### config.mk
export PLATFORM = sky130hd
export DESIGN_NAME = hex_scan_display
export DESIGN_NICKNAME = d
export VERILOG_FILES = /design/src/rtl/hex_scan_display.sv
export SDC_FILE = /design/constraint.sdc
export NUM_CORES = 1
export LEC_CHECK = 0
export CELL_PAD_IN_SITES_DETAIL_PLACEMENT = 0
export CELL_PAD_IN_SITES_GLOBAL_PLACEMENT = 1
export CORE_MARGIN = 8
export CORE_UTILIZATION = 32
export CTS_CLUSTER_DIAMETER = 100
export DETAILED_ROUTE_END_ITERATION = 16
export HOLD_SLACK_MARGIN = 0.06
export MAX_ROUTING_LAYER = met4
export PLACE_DENSITY_LB_ADDON = 0.15
export SETUP_SLACK_MARGIN = 0.02
export SLEW_MARGIN = 10
export SYNTH_ARGS = -nofsm -noshare
export SYNTH_HDL_FRONTEND = slang
export SYNTH_SLANG_ARGS = --single-unit
### constraint.sdc
create_clock -name clk -period 4.3 [get_ports clk]
set_input_delay 0.645 -clock clk [delete_from_list [all_inputs] [get_ports clk]]
set_output_delay 0.645 -clock clk [all_outputs]
set_load 0.02 [all_outputs]
### src/rtl/hex_scan_display.sv
// Time-multiplexed seven-segment driver for a common-anode, shared-segment board.
// Scans one digit per SCAN_DIV cycles, blinks selected digits, all pins registered.
module hex_scan_display #(
   parameter int N_DIGITS     = 8,
   parameter int SCAN_DIV     = 50000,
   parameter int BLINK_FRAMES = 64
) (
   input  logic                  clk,
   input  logic                  rst,
   input  logic                  load,
   input  logic [4*N_DIGITS-1:0] hexs,
   input  logic [N_DIGITS-1:0]   points,
   input  logic [N_DIGITS-1:0]   les,
   output logic [7:0]            seg_n,
   output logic [N_DIGITS-1:0]   an_n,
   output logic                  flash,
   output logic                  frame_done
);

   localparam int PW = (SCAN_DIV > 1)     ? $clog2(SCAN_DIV)     : 1;
   localparam int IW = (N_DIGITS > 1)     ? $clog2(N_DIGITS)     : 1;
   localparam int FW = (BLINK_FRAMES > 1) ? $clog2(BLINK_FRAMES) : 1;

   localparam logic [PW-1:0] PRESC_LAST = PW'(SCAN_DIV - 1);
   localparam logic [IW-1:0] IDX_LAST   = IW'(N_DIGITS - 1);
   localparam logic [FW-1:0] FRAME_LAST = FW'(BLINK_FRAMES - 1);

   logic [4*N_DIGITS-1:0] hex_q, hex_d;
   logic [N_DIGITS-1:0]   pt_q, pt_d;
   logic [N_DIGITS-1:0]   le_q, le_d;
   logic [PW-1:0]         presc_q, presc_d;
   logic [IW-1:0]         idx_q, idx_d;
   logic [FW-1:0]         frame_q, frame_d;
   logic                  flash_q, flash_d;
   logic [7:0]            seg_q, seg_d;
   logic [N_DIGITS-1:0]   an_q, an_d;
   logic                  done_q, done_d;

   logic                  tick_s;
   logic                  frame_end_s;
   logic [3:0]            cur_hex_s;
   logic                  cur_pt_s;
   logic                  cur_le_s;

   // Active-low a..g pattern for one hex nibble.
   function automatic logic [6:0] dec7(input logic [3:0] v);
      logic [6:0] r;
      case (v)
         4'h0:    r = 7'b0000001;
         4'h1:    r = 7'b1001111;
         4'h2:    r = 7'b0010010;
         4'h3:    r = 7'b0000110;
         4'h4:    r = 7'b1001100;
         4'h5:    r = 7'b0100100;
         4'h6:    r = 7'b0100000;
         4'h7:    r = 7'b0001111;
         4'h8:    r = 7'b0000000;
         4'h9:    r = 7'b0000100;
         4'hA:    r = 7'b0001000;
         4'hB:    r = 7'b1100000;
         4'hC:    r = 7'b0110001;
         4'hD:    r = 7'b1000010;
         4'hE:    r = 7'b0110000;
         4'hF:    r = 7'b0111000;
         default: r = 7'b1111111;
      endcase
      return r;
   endfunction

   // Next-state logic for latch, scan counters, blink phase and pin drivers.
   always_comb begin
      tick_s      = (presc_q == PRESC_LAST);
      frame_end_s = tick_s & (idx_q == IDX_LAST);

      if (load) begin
         hex_d = hexs;
         pt_d  = points;
         le_d  = les;
      end else begin
         hex_d = hex_q;
         pt_d  = pt_q;
         le_d  = le_q;
      end

      if (tick_s) begin
         presc_d = '0;
      end else begin
         presc_d = presc_q + PW'(1);
      end

      if (tick_s) begin
         if (idx_q == IDX_LAST) begin
            idx_d = '0;
         end else begin
            idx_d = idx_q + IW'(1);
         end
      end else begin
         idx_d = idx_q;
      end

      // Blink phase advances on whole frames only, so scan timing never depends on it.
      if (frame_end_s) begin
         if (frame_q == FRAME_LAST) begin
            frame_d = '0;
            flash_d = ~flash_q;
         end else begin
            frame_d = frame_q + FW'(1);
            flash_d = flash_q;
         end
      end else begin
         frame_d = frame_q;
         flash_d = flash_q;
      end

      done_d = frame_end_s;

      cur_hex_s = 4'h0;
      cur_pt_s  = 1'b0;
      cur_le_s  = 1'b0;
      an_d      = '1;
      for (int i = 0; i < N_DIGITS; i++) begin
         if (idx_q == IW'(i)) begin
            cur_hex_s = hex_q[4*i +: 4];
            cur_pt_s  = pt_q[i];
            cur_le_s  = le_q[i];
            an_d[i]   = 1'b0;
         end else begin
            an_d[i]   = 1'b1;
         end
      end

      seg_d = {dec7(cur_hex_s), ~cur_pt_s} | {8{cur_le_s & flash_q}};
   end

   // State and output registers with synchronous reset.
   always_ff @(posedge clk) begin
      if (rst) begin
         hex_q   <= '0;
         pt_q    <= '0;
         le_q    <= '0;
         presc_q <= '0;
         idx_q   <= '0;
         frame_q <= '0;
         flash_q <= 1'b0;
         seg_q   <= 8'hFF;
         an_q    <= '1;
         done_q  <= 1'b0;
      end else begin
         hex_q   <= hex_d;
         pt_q    <= pt_d;
         le_q    <= le_d;
         presc_q <= presc_d;
         idx_q   <= idx_d;
         frame_q <= frame_d;
         flash_q <= flash_d;
         seg_q   <= seg_d;
         an_q    <= an_d;
         done_q  <= done_d;
      end
   end

   assign seg_n      = seg_q;
   assign an_n       = an_q;
   assign flash      = flash_q;
   assign frame_done = done_q;

endmodule

==> results of run 1 <==
==> registers in the layout, summed over array words and instances, names as in the netlist <==
name and cells:
presc_q 16, idx_q 3, frame_done 1, pt_q 8, le_q 8, frame_q 6
flash 1, hex_q 32, an_n 8, seg_n 8
==> per-layer routing <==
| metal | GRT usage [%] | up-vias |
|---|---|---|
| met4 | 3.89 | 0 |
| met3 | 4.27 | 7 |
| met1 | 16.3 | 1488 |
| li1 | - | 1683 |
| met2 | 19.7 | 62 |
| met5 | - | - |
==> cells in the mapped netlist, types with 4 or more instances <==
cell type                  number  area [um^2]
sky130_fd_sc_hd__a211oi_1       5         37.5
sky130_fd_sc_hd__a21oi_1       26          130
sky130_fd_sc_hd__a31oi_1        5         31.3
sky130_fd_sc_hd__and3_1         4         25.0
sky130_fd_sc_hd__buf_2          5         25.0
sky130_fd_sc_hd__clkbuf_1      18         67.6
sky130_fd_sc_hd__dfxtp_1       91         1820
sky130_fd_sc_hd__ha_1          14          175
sky130_fd_sc_hd__inv_1         21         78.8
sky130_fd_sc_hd__mux2i_1       54          541
sky130_fd_sc_hd__nand2_1       24         90.1
sky130_fd_sc_hd__nand2b_1       4         25.0
sky130_fd_sc_hd__nand3_1        5         25.0
sky130_fd_sc_hd__nand3b_1       9         67.6
sky130_fd_sc_hd__nor2_1        79          297
sky130_fd_sc_hd__nor2b_1        8         50.1
sky130_fd_sc_hd__nor3_1         7         35.0
sky130_fd_sc_hd__o21ai_0       15         75.1
sky130_fd_sc_hd__or3_1          5         31.3
sky130_fd_sc_hd__xnor2_1       10         87.6
sky130_fd_sc_hd__xor2_1         7         61.3
==> logic make-up (layout without fill, tap and decap cells) <==
kind of cell    Yosys count  count (layout)  share of synthesized area, %
compound gates           71              71                          10.6
xor+xnor                 17              17                          3.61
fa+ha+maj                14              14                          4.24
buf+inv                  49             111                          4.88
flops                    91              91                          44.1
mux                      55              55                          13.4
simple gates            162             162                          19.1
==> stage by stage <==
step / util, % / setup slack (ns) / total power [mW]
after floorplan: - / 1.54 / 1.01
after global placement: 39.1 / 1.40 / 1.10
after detailed placement: 39.1 / 1.28 / 1.10
after CTS: 41.5 / 1.27 / 1.91
after global routing: 41.5 / 0.921 / 1.96
final: 41.5 / 1.28 / 1.88
==> area by class of cell <==
cell class                      count  area [um^2]
Fill cell                        1316         7380
Sequential cell                    91         1820
Inverter                           21         78.8
Clock buffer                       10          239
Tap cell                          172          215
Timing Repair Buffer               74          716
Clock inverter                      6         63.8
Multi-Input combinational cell    319         2100
==> path summary, 6_finish.rpt <==
kind	endpoint	slack (ns)	start
worst max-delay path	seg_n[4]	1.28	idx_q[0]
worst min-delay path	presc_q[0]	0.45	presc_q[0]
worst max register to register	seg_n[4]	1.28	idx_q[0]
worst min register to register	presc_q[0]	0.45	presc_q[0]
==> worst reg2reg max path: stages (launching register included) <==
cell and delay (ns):
sky130_fd_sc_hd__dfxtp_1 0.35, sky130_fd_sc_hd__inv_1 0.09, sky130_fd_sc_hd__ha_1 0.53, sky130_fd_sc_hd__nand3b_1 0.13, sky130_fd_sc_hd__a2111oi_0 0.41, sky130_fd_sc_hd__o22ai_1 0.18, sky130_fd_sc_hd__a21oi_1 0.41, sky130_fd_sc_hd__ha_1 0.31
sky130_fd_sc_hd__mux2_2 0.26, sky130_fd_sc_hd__a21oi_1 0.13, sky130_fd_sc_hd__o21ai_0 0.09
==> power by group <==
| part | total, mW | leakage (nW) | internal [mW] | switching [mW] |
|---|---|---|---|---|
| sequential | 0.899 | 0.747 | 0.879 | 0.0202 |
| combinational | 0.180 | 1.20 | 0.0997 | 0.0806 |
| clock | 0.800 | 0.145 | 0.466 | 0.334 |
==> out/results.txt, run 1 <==
Antenna violations before repair: 0
Number of buffers inserted by port buffering: 68
Gate Count Post-Synth: 459
Die footprint: 16,800 um^2
Vias in the first global route: 3,311
Highest metal layer used by the detailed router: met4
Overall track demand over capacity in global routing: 13.1%
Yosys warning count: 0
Peak fanout along the critical path: 16
Floorplan core area: 12,600 um^2
Crit path DAT: 3.24 ns
Setup repair after global routing missed its margin: false
Post-CTS setup repair buffer count: 0
First drt pass iteration count: 4
Worst path bufs/invs: 1
Number of pins exceeding their max-slew limit in the final report: 0
Result of the run: completed
Req. time, crit path: 4.52 ns
Pin slew with the least headroom to its limit: 1.06 ns
Shortest period the worst path allows: 3.02 ns
Hold Buf Count CTS: 0
Sum Neg Setup Slack: 0 ns
Ratio of total power to cell area: 359 nW/um^2
Number of hold violations in the final report: 0
Ports: 69
Hold path cells: 1
Unique masters post-synth: 46
Final-stage net count: 581
Maximum number of buffers from clock root to sink: 2
Met3 wire length: 536 um
Number of buffers inserted during clock tree synthesis: 9
Area of all placed cells without fillers: 5240 um^2
Total wire length after detailed routing: 10,100 um
Achievable frequency: 331 MHz
Crit. End Element: register
Leakage Power: 2.09 nW
Met1 layer wirelength in the final routing: 4910 um
Area of the mapped netlist: 4130 um^2
Number of cells after detailed placement: 677
Post-CTS Resized: 0
Total via count in the routed design: 3,240
Worst-case headroom to the max-slew limit: 29.6%
Cell class contributing the biggest share of worst-path delay: compound AO/OA/AOI/OAI gates
Most common flop cell mapped by yosys: sky130_fd_sc_hd__dfxtp_1
Worst-case clock skew: 0.00616 ns
Critical Path Slowest Stage Cell: sky130_fd_sc_hd__ha_1
Clock-pin slew on the worst setup and hold paths: 0.07 ns
Worst Hold Slack: 0.446 ns
Most common cell after layout, fill and taps aside: sky130_fd_sc_hd__dfxtp_1
Pin count of the biggest net entering global routing: 55
DIE HEIGHT: 130 um
Total met2 wirelength after detailed routing: 4540 um
Final period util: 70.3%
Maximum ir drop on the vdd rail: 169 uV
Number of placement rows: 41
Residual antenna-violating net count after detailed routing: 0
Worst Hold Class: register to register
Number of antenna cells inserted: 0
Routed WL per cell: 14.6 um
Estimated wirelength of the detail-placed design: 7200 um
Max capacitance violation total: 0
Synth Net Count: 524
Number of synthesized register bits: 91
Count of clock tree sinks: 91
Most frequent cells in the layout: 91 x sky130_fd_sc_hd__dfxtp_1, 79 x sky130_fd_sc_hd__nor2_1, 66 x sky130_fd_sc_hd__clkdlybuf4s50_1
Routability congestion estimate: 0.796
Dpl cell area: 4940 um^2
Ordered list of cells on the worst path: inv_1 -> ha_1 -> nand3b_1 -> a2111oi_0 -> o22ai_1 -> a21oi_1 -> ha_1 -> mux2_2 -> a21oi_1 -> o21ai_0
Share of final-layout standard cells stronger than drive strength 1: 5.76%
Highest cell delay on the worst timing path: 0.53 ns
Worst-skew pair later-pin latency: 0.35 ns
Clk root buf: sky130_fd_sc_hd__clkbuf_16
Register area share after synthesis: 44.1%
Cell Count, Final, Fillers Out: 693
Drt initial violations: 197
GRT Residual Overflow: 0
DRC errors left: 0
Final setup vio count: 0
EDFF count, synth: 0
CTS tree: yes
Post-synthesis average cell area: 8.99 um^2
Starting Density: 32.7%
Layout Area Growth over Synthesis: 26.9%
H-tree Lvls: 3
CP Class: register to register
Number of vias per cell: 4.68
Type of element launching the critical path: register
Async set-reset flop share out of synthesis: 0%
First-pass GRT wire length: 16,800 um
Horiz. Die Dim: 130 um
Depth of the most critical reg-to-reg path: 10
Stages on the worst setup path: 10
(Power assumes the default switching activity.)
==> run 2, diff against run 1 <==
==> constraint.sdc (replaced) <==
create_clock -name clk -period 2.6 [get_ports clk]
set_input_delay 0.39 -clock clk [delete_from_list [all_inputs] [get_ports clk]]
set_output_delay 0.39 -clock clk [all_outputs]
set_load 0.02 [all_outputs]
==> out/results.txt, run 2 (synthesis results as in run 1) <==
Overall track demand over capacity in global routing: 13.5% (+0.42 points)
Number of pins exceeding their max-slew limit in the final report: 0 (unchanged)
Count of clock tree sinks: 91 (unchanged)
Pre-CTS setup slack: 0.0170 ns (-1.27 ns)
Type of element launching the critical path: register
Clock-pin slew on the worst setup and hold paths: 0.06 ns (about the same)
Number of inserted filler cells in the final layout: 1,292 (-1.8%)
Depth of the most critical reg-to-reg path: 10 (unchanged)
R2R Path End: seg_n[4]
Cell Count, Final, Fillers Out: 711 (+2.6%)
Number of antenna cells inserted: 0 (unchanged)
Antenna violations before repair: 0 (unchanged)
Peak fanout along the critical path: 5 (-11)
Shortest period the worst path allows: 2.40 ns (-0.620 ns)
Residual antenna-violating net count after detailed routing: 0 (unchanged)
Ordered list of cells on the worst path: ha_1 -> ha_4 -> buf_2 -> a221oi_2 -> o211ai_1 -> a22o_2 -> ha_1 -> mux2_2 -> a21oi_1 -> o21ai_1
Req. time, crit path: 2.84 ns (-1.68 ns)
Die footprint: 16,800 um^2 (unchanged)
Clk root buf: sky130_fd_sc_hd__clkbuf_16
Most common cell after layout, fill and taps aside: sky130_fd_sc_hd__dfxtp_1
Leakage Power: 2.22 nW (+6.3%)
Switching Share: 22.0% (-1.1 points)
Routed WL per cell: 15.0 um (+3.0%)
Number of buffers inserted by port buffering: 68 (unchanged)
Worst Hold Slack: 0.274 ns (-0.171 ns)
Clock network fraction of total power: 45.4% (+2.8 points)
Sum Neg Setup Slack: 0 ns (unchanged)
Max reg flops: 32 (unchanged)
Min-Delay Endpoint: le_q[2]
H-tree Lvls: 3 (unchanged)
Final Power: 3.29 mW (+75%)
Floorplan core area: 12,600 um^2 (unchanged)
Horiz. Die Dim: 130 um (unchanged)
Crit. End Element: register
Highest cell delay on the worst timing path: 0.34 ns (-0.19 ns)
Crit path DAT: 2.64 ns (-0.60 ns)
Total met2 wirelength after detailed routing: 4770 um (+5.0%)
First drt pass iteration count: 4 (unchanged)
Layout Area Growth over Synthesis: 33.2%
Power share of the combinational group: 9.5% (about the same)
Final setup vio count: 0 (unchanged)
Ratio of total power to cell area: 598 nW/um^2 (+67%)
Ports: 69 (unchanged)
Top flop regs: hex_q (32), presc_q (16)
HP Start: rst
Starting Density: 32.7% (unchanged)
Switching power summed over all nets: 725 uW (+67%)
Share of final-layout standard cells stronger than drive strength 1: 10.9% (+5.2 points)
Launch instance of the worst register-to-register path: idx_q[0]
Most prevalent standard cell on the critical path: sky130_fd_sc_hd__ha_1
Total wire length after detailed routing: 10,700 um (+5.7%)
Maximum ir drop on the vdd rail: 276 uV (+63%)
Number of placement rows: 41 (unchanged)
Final-stage net count: 599 (+3.1%)
Number of hold violations in the final report: 0 (unchanged)
Pin count of the biggest net entering global routing: 40 (-27%)
Drt initial violations: 164 (-17%)
Number of buffers inserted during clock tree synthesis: 9 (unchanged)
Largest register by flop count: hex_q
Flop pwr share: 45.2% (-2.6 points)
Met1 layer wirelength in the final routing: 5260 um (+7.3%)
Final period util: 92.4% (+22 points)
Worst-skew pair later-pin latency: 0.35 ns (about the same)
CP Class: register to register
PnR worst setup slack: 0.199 ns (-1.08 ns)
Total via count in the routed design: 3,336 (+3.0%)
Number of cells after detailed placement: 691 (+2.1%)
Result of the run: completed
DIE HEIGHT: 130 um (unchanged)
Cell Int Power: 2.57 mW (+78%)
Hold Buf Count CTS: 0 (unchanged)
Worst-case clock skew: 0.00945 ns (+0.00330 ns)
Setup repair after global routing missed its margin: true
Met3 wire length: 494 um (-7.8%)
Worst Hold Class: input port to register
Routability congestion estimate: 0.791 (-0.67%)
Most frequent cells in the layout: 89 x sky130_fd_sc_hd__dfxtp_1, 79 x sky130_fd_sc_hd__nor2_1, 66 x sky130_fd_sc_hd__clkdlybuf4s50_1
GRT Residual Overflow: 0 (unchanged)
Critical Path Slowest Stage Cell: sky130_fd_sc_hd__dfxtp_2
Vias in the first global route: 3,364 (+1.6%)
Highest metal layer used by the detailed router: met4
DRC errors left: 0 (unchanged)
Minimum setup slack among reg-to-reg paths: 0.20 ns (-1.08 ns)
Maximum number of buffers from clock root to sink: 2 (unchanged)
First-pass GRT wire length: 17,200 um (+2.5%)
Pin slew with the least headroom to its limit: 0.697 ns (-0.359 ns)
Max capacitance violation total: 0 (unchanged)
CTS tree: yes
Achievable frequency: 416 MHz (+26%)
Number of vias per cell: 4.69 (+0.36%)
Hold path cells: 2 (+1)
Estimated wirelength of the detail-placed design: 7510 um (+4.3%)
Worst-case headroom to the max-slew limit: 53.4% (+24 points)
==> run 2: repair_timing <==
item | CTS | global route
gates resized for setup | 1 | 18
setup buffers | 0 | 3
gates cloned | 0 | 1
pin swaps | 0 | 3
endpoints found under the hold margin | 0 | 0
setup endpoints to repair | 2 | 7
==> run 2: power by group through the flow <==
| stage | clock, mW | sequential [mW] | combinational (mW) |
|---|---|---|---|
| after floorplan | 0 | 1.52 | 0.155 |
| after global placement | 0 | 1.52 | 0.310 |
| after detailed placement | 0 | 1.52 | 0.312 |
| after CTS | 1.53 | 1.49 | 0.314 |
| after global routing | 1.60 | 1.49 | 0.346 |
| final | 1.49 | 1.49 | 0.312 |
==> run 2: metal layers <==
metal  track usage [%]  vias up
met5                 -        -
met4              5.12        0
met1              16.3     1543
met3              3.99        9
li1                  -     1726
met2              20.9       58
==> run 2: worst max-delay path by stage <==
stage / from / end / slack, ns
2_1_floorplan: idx_q[2] / seg_n[4] / 0.04
3_3_place_gp: idx_q[0] / seg_n[4] / 0.005
3_5_place_dp: idx_q[0] / seg_n[4] / 0.02
4_1_cts: idx_q[0] / seg_n[3] / 0.02
5_1_grt: idx_q[0] / seg_n[4] / -0.005
6_report: idx_q[0] / seg_n[4] / 0.20
==> run 2: worst max-delay path, delay by kind of cell, from the launching register on <==
| family | cells | cell delay, ns |
|---|---|---|
| adders and majority gates | 3 | 0.71 |
| muxes | 1 | 0.26 |
| DFF | 1 | 0.34 |
| AOI/OAI and AO/OA | 5 | 0.83 |
| buffers and inverters | 1 | 0.17 |
==> run 2: final cells by class <==
cell class                      count  area, um^2  share of cell area [%]
Inverter                           21        78.8                    1.43
Multi-Input combinational cell    319        2150                    39.1
Clock inverter                      7         116                    2.12
Clock buffer                        9         225                    4.10
Sequential cell                    91        1820                    33.2
Tap cell                          172         215                    3.91
Timing Repair Buffer               92         888                    16.2
==> run 2: per-stage QoR <==
stage | area [um^2] | util (%)
2_1_floorplan | 4140 | -
3_3_place_gp | 5050 | 40.1
3_5_place_dp | 5050 | 40.1
4_1_cts | 5400 | 42.8
5_1_grt | 5500 | 43.6
6_report | 5500 | 43.6
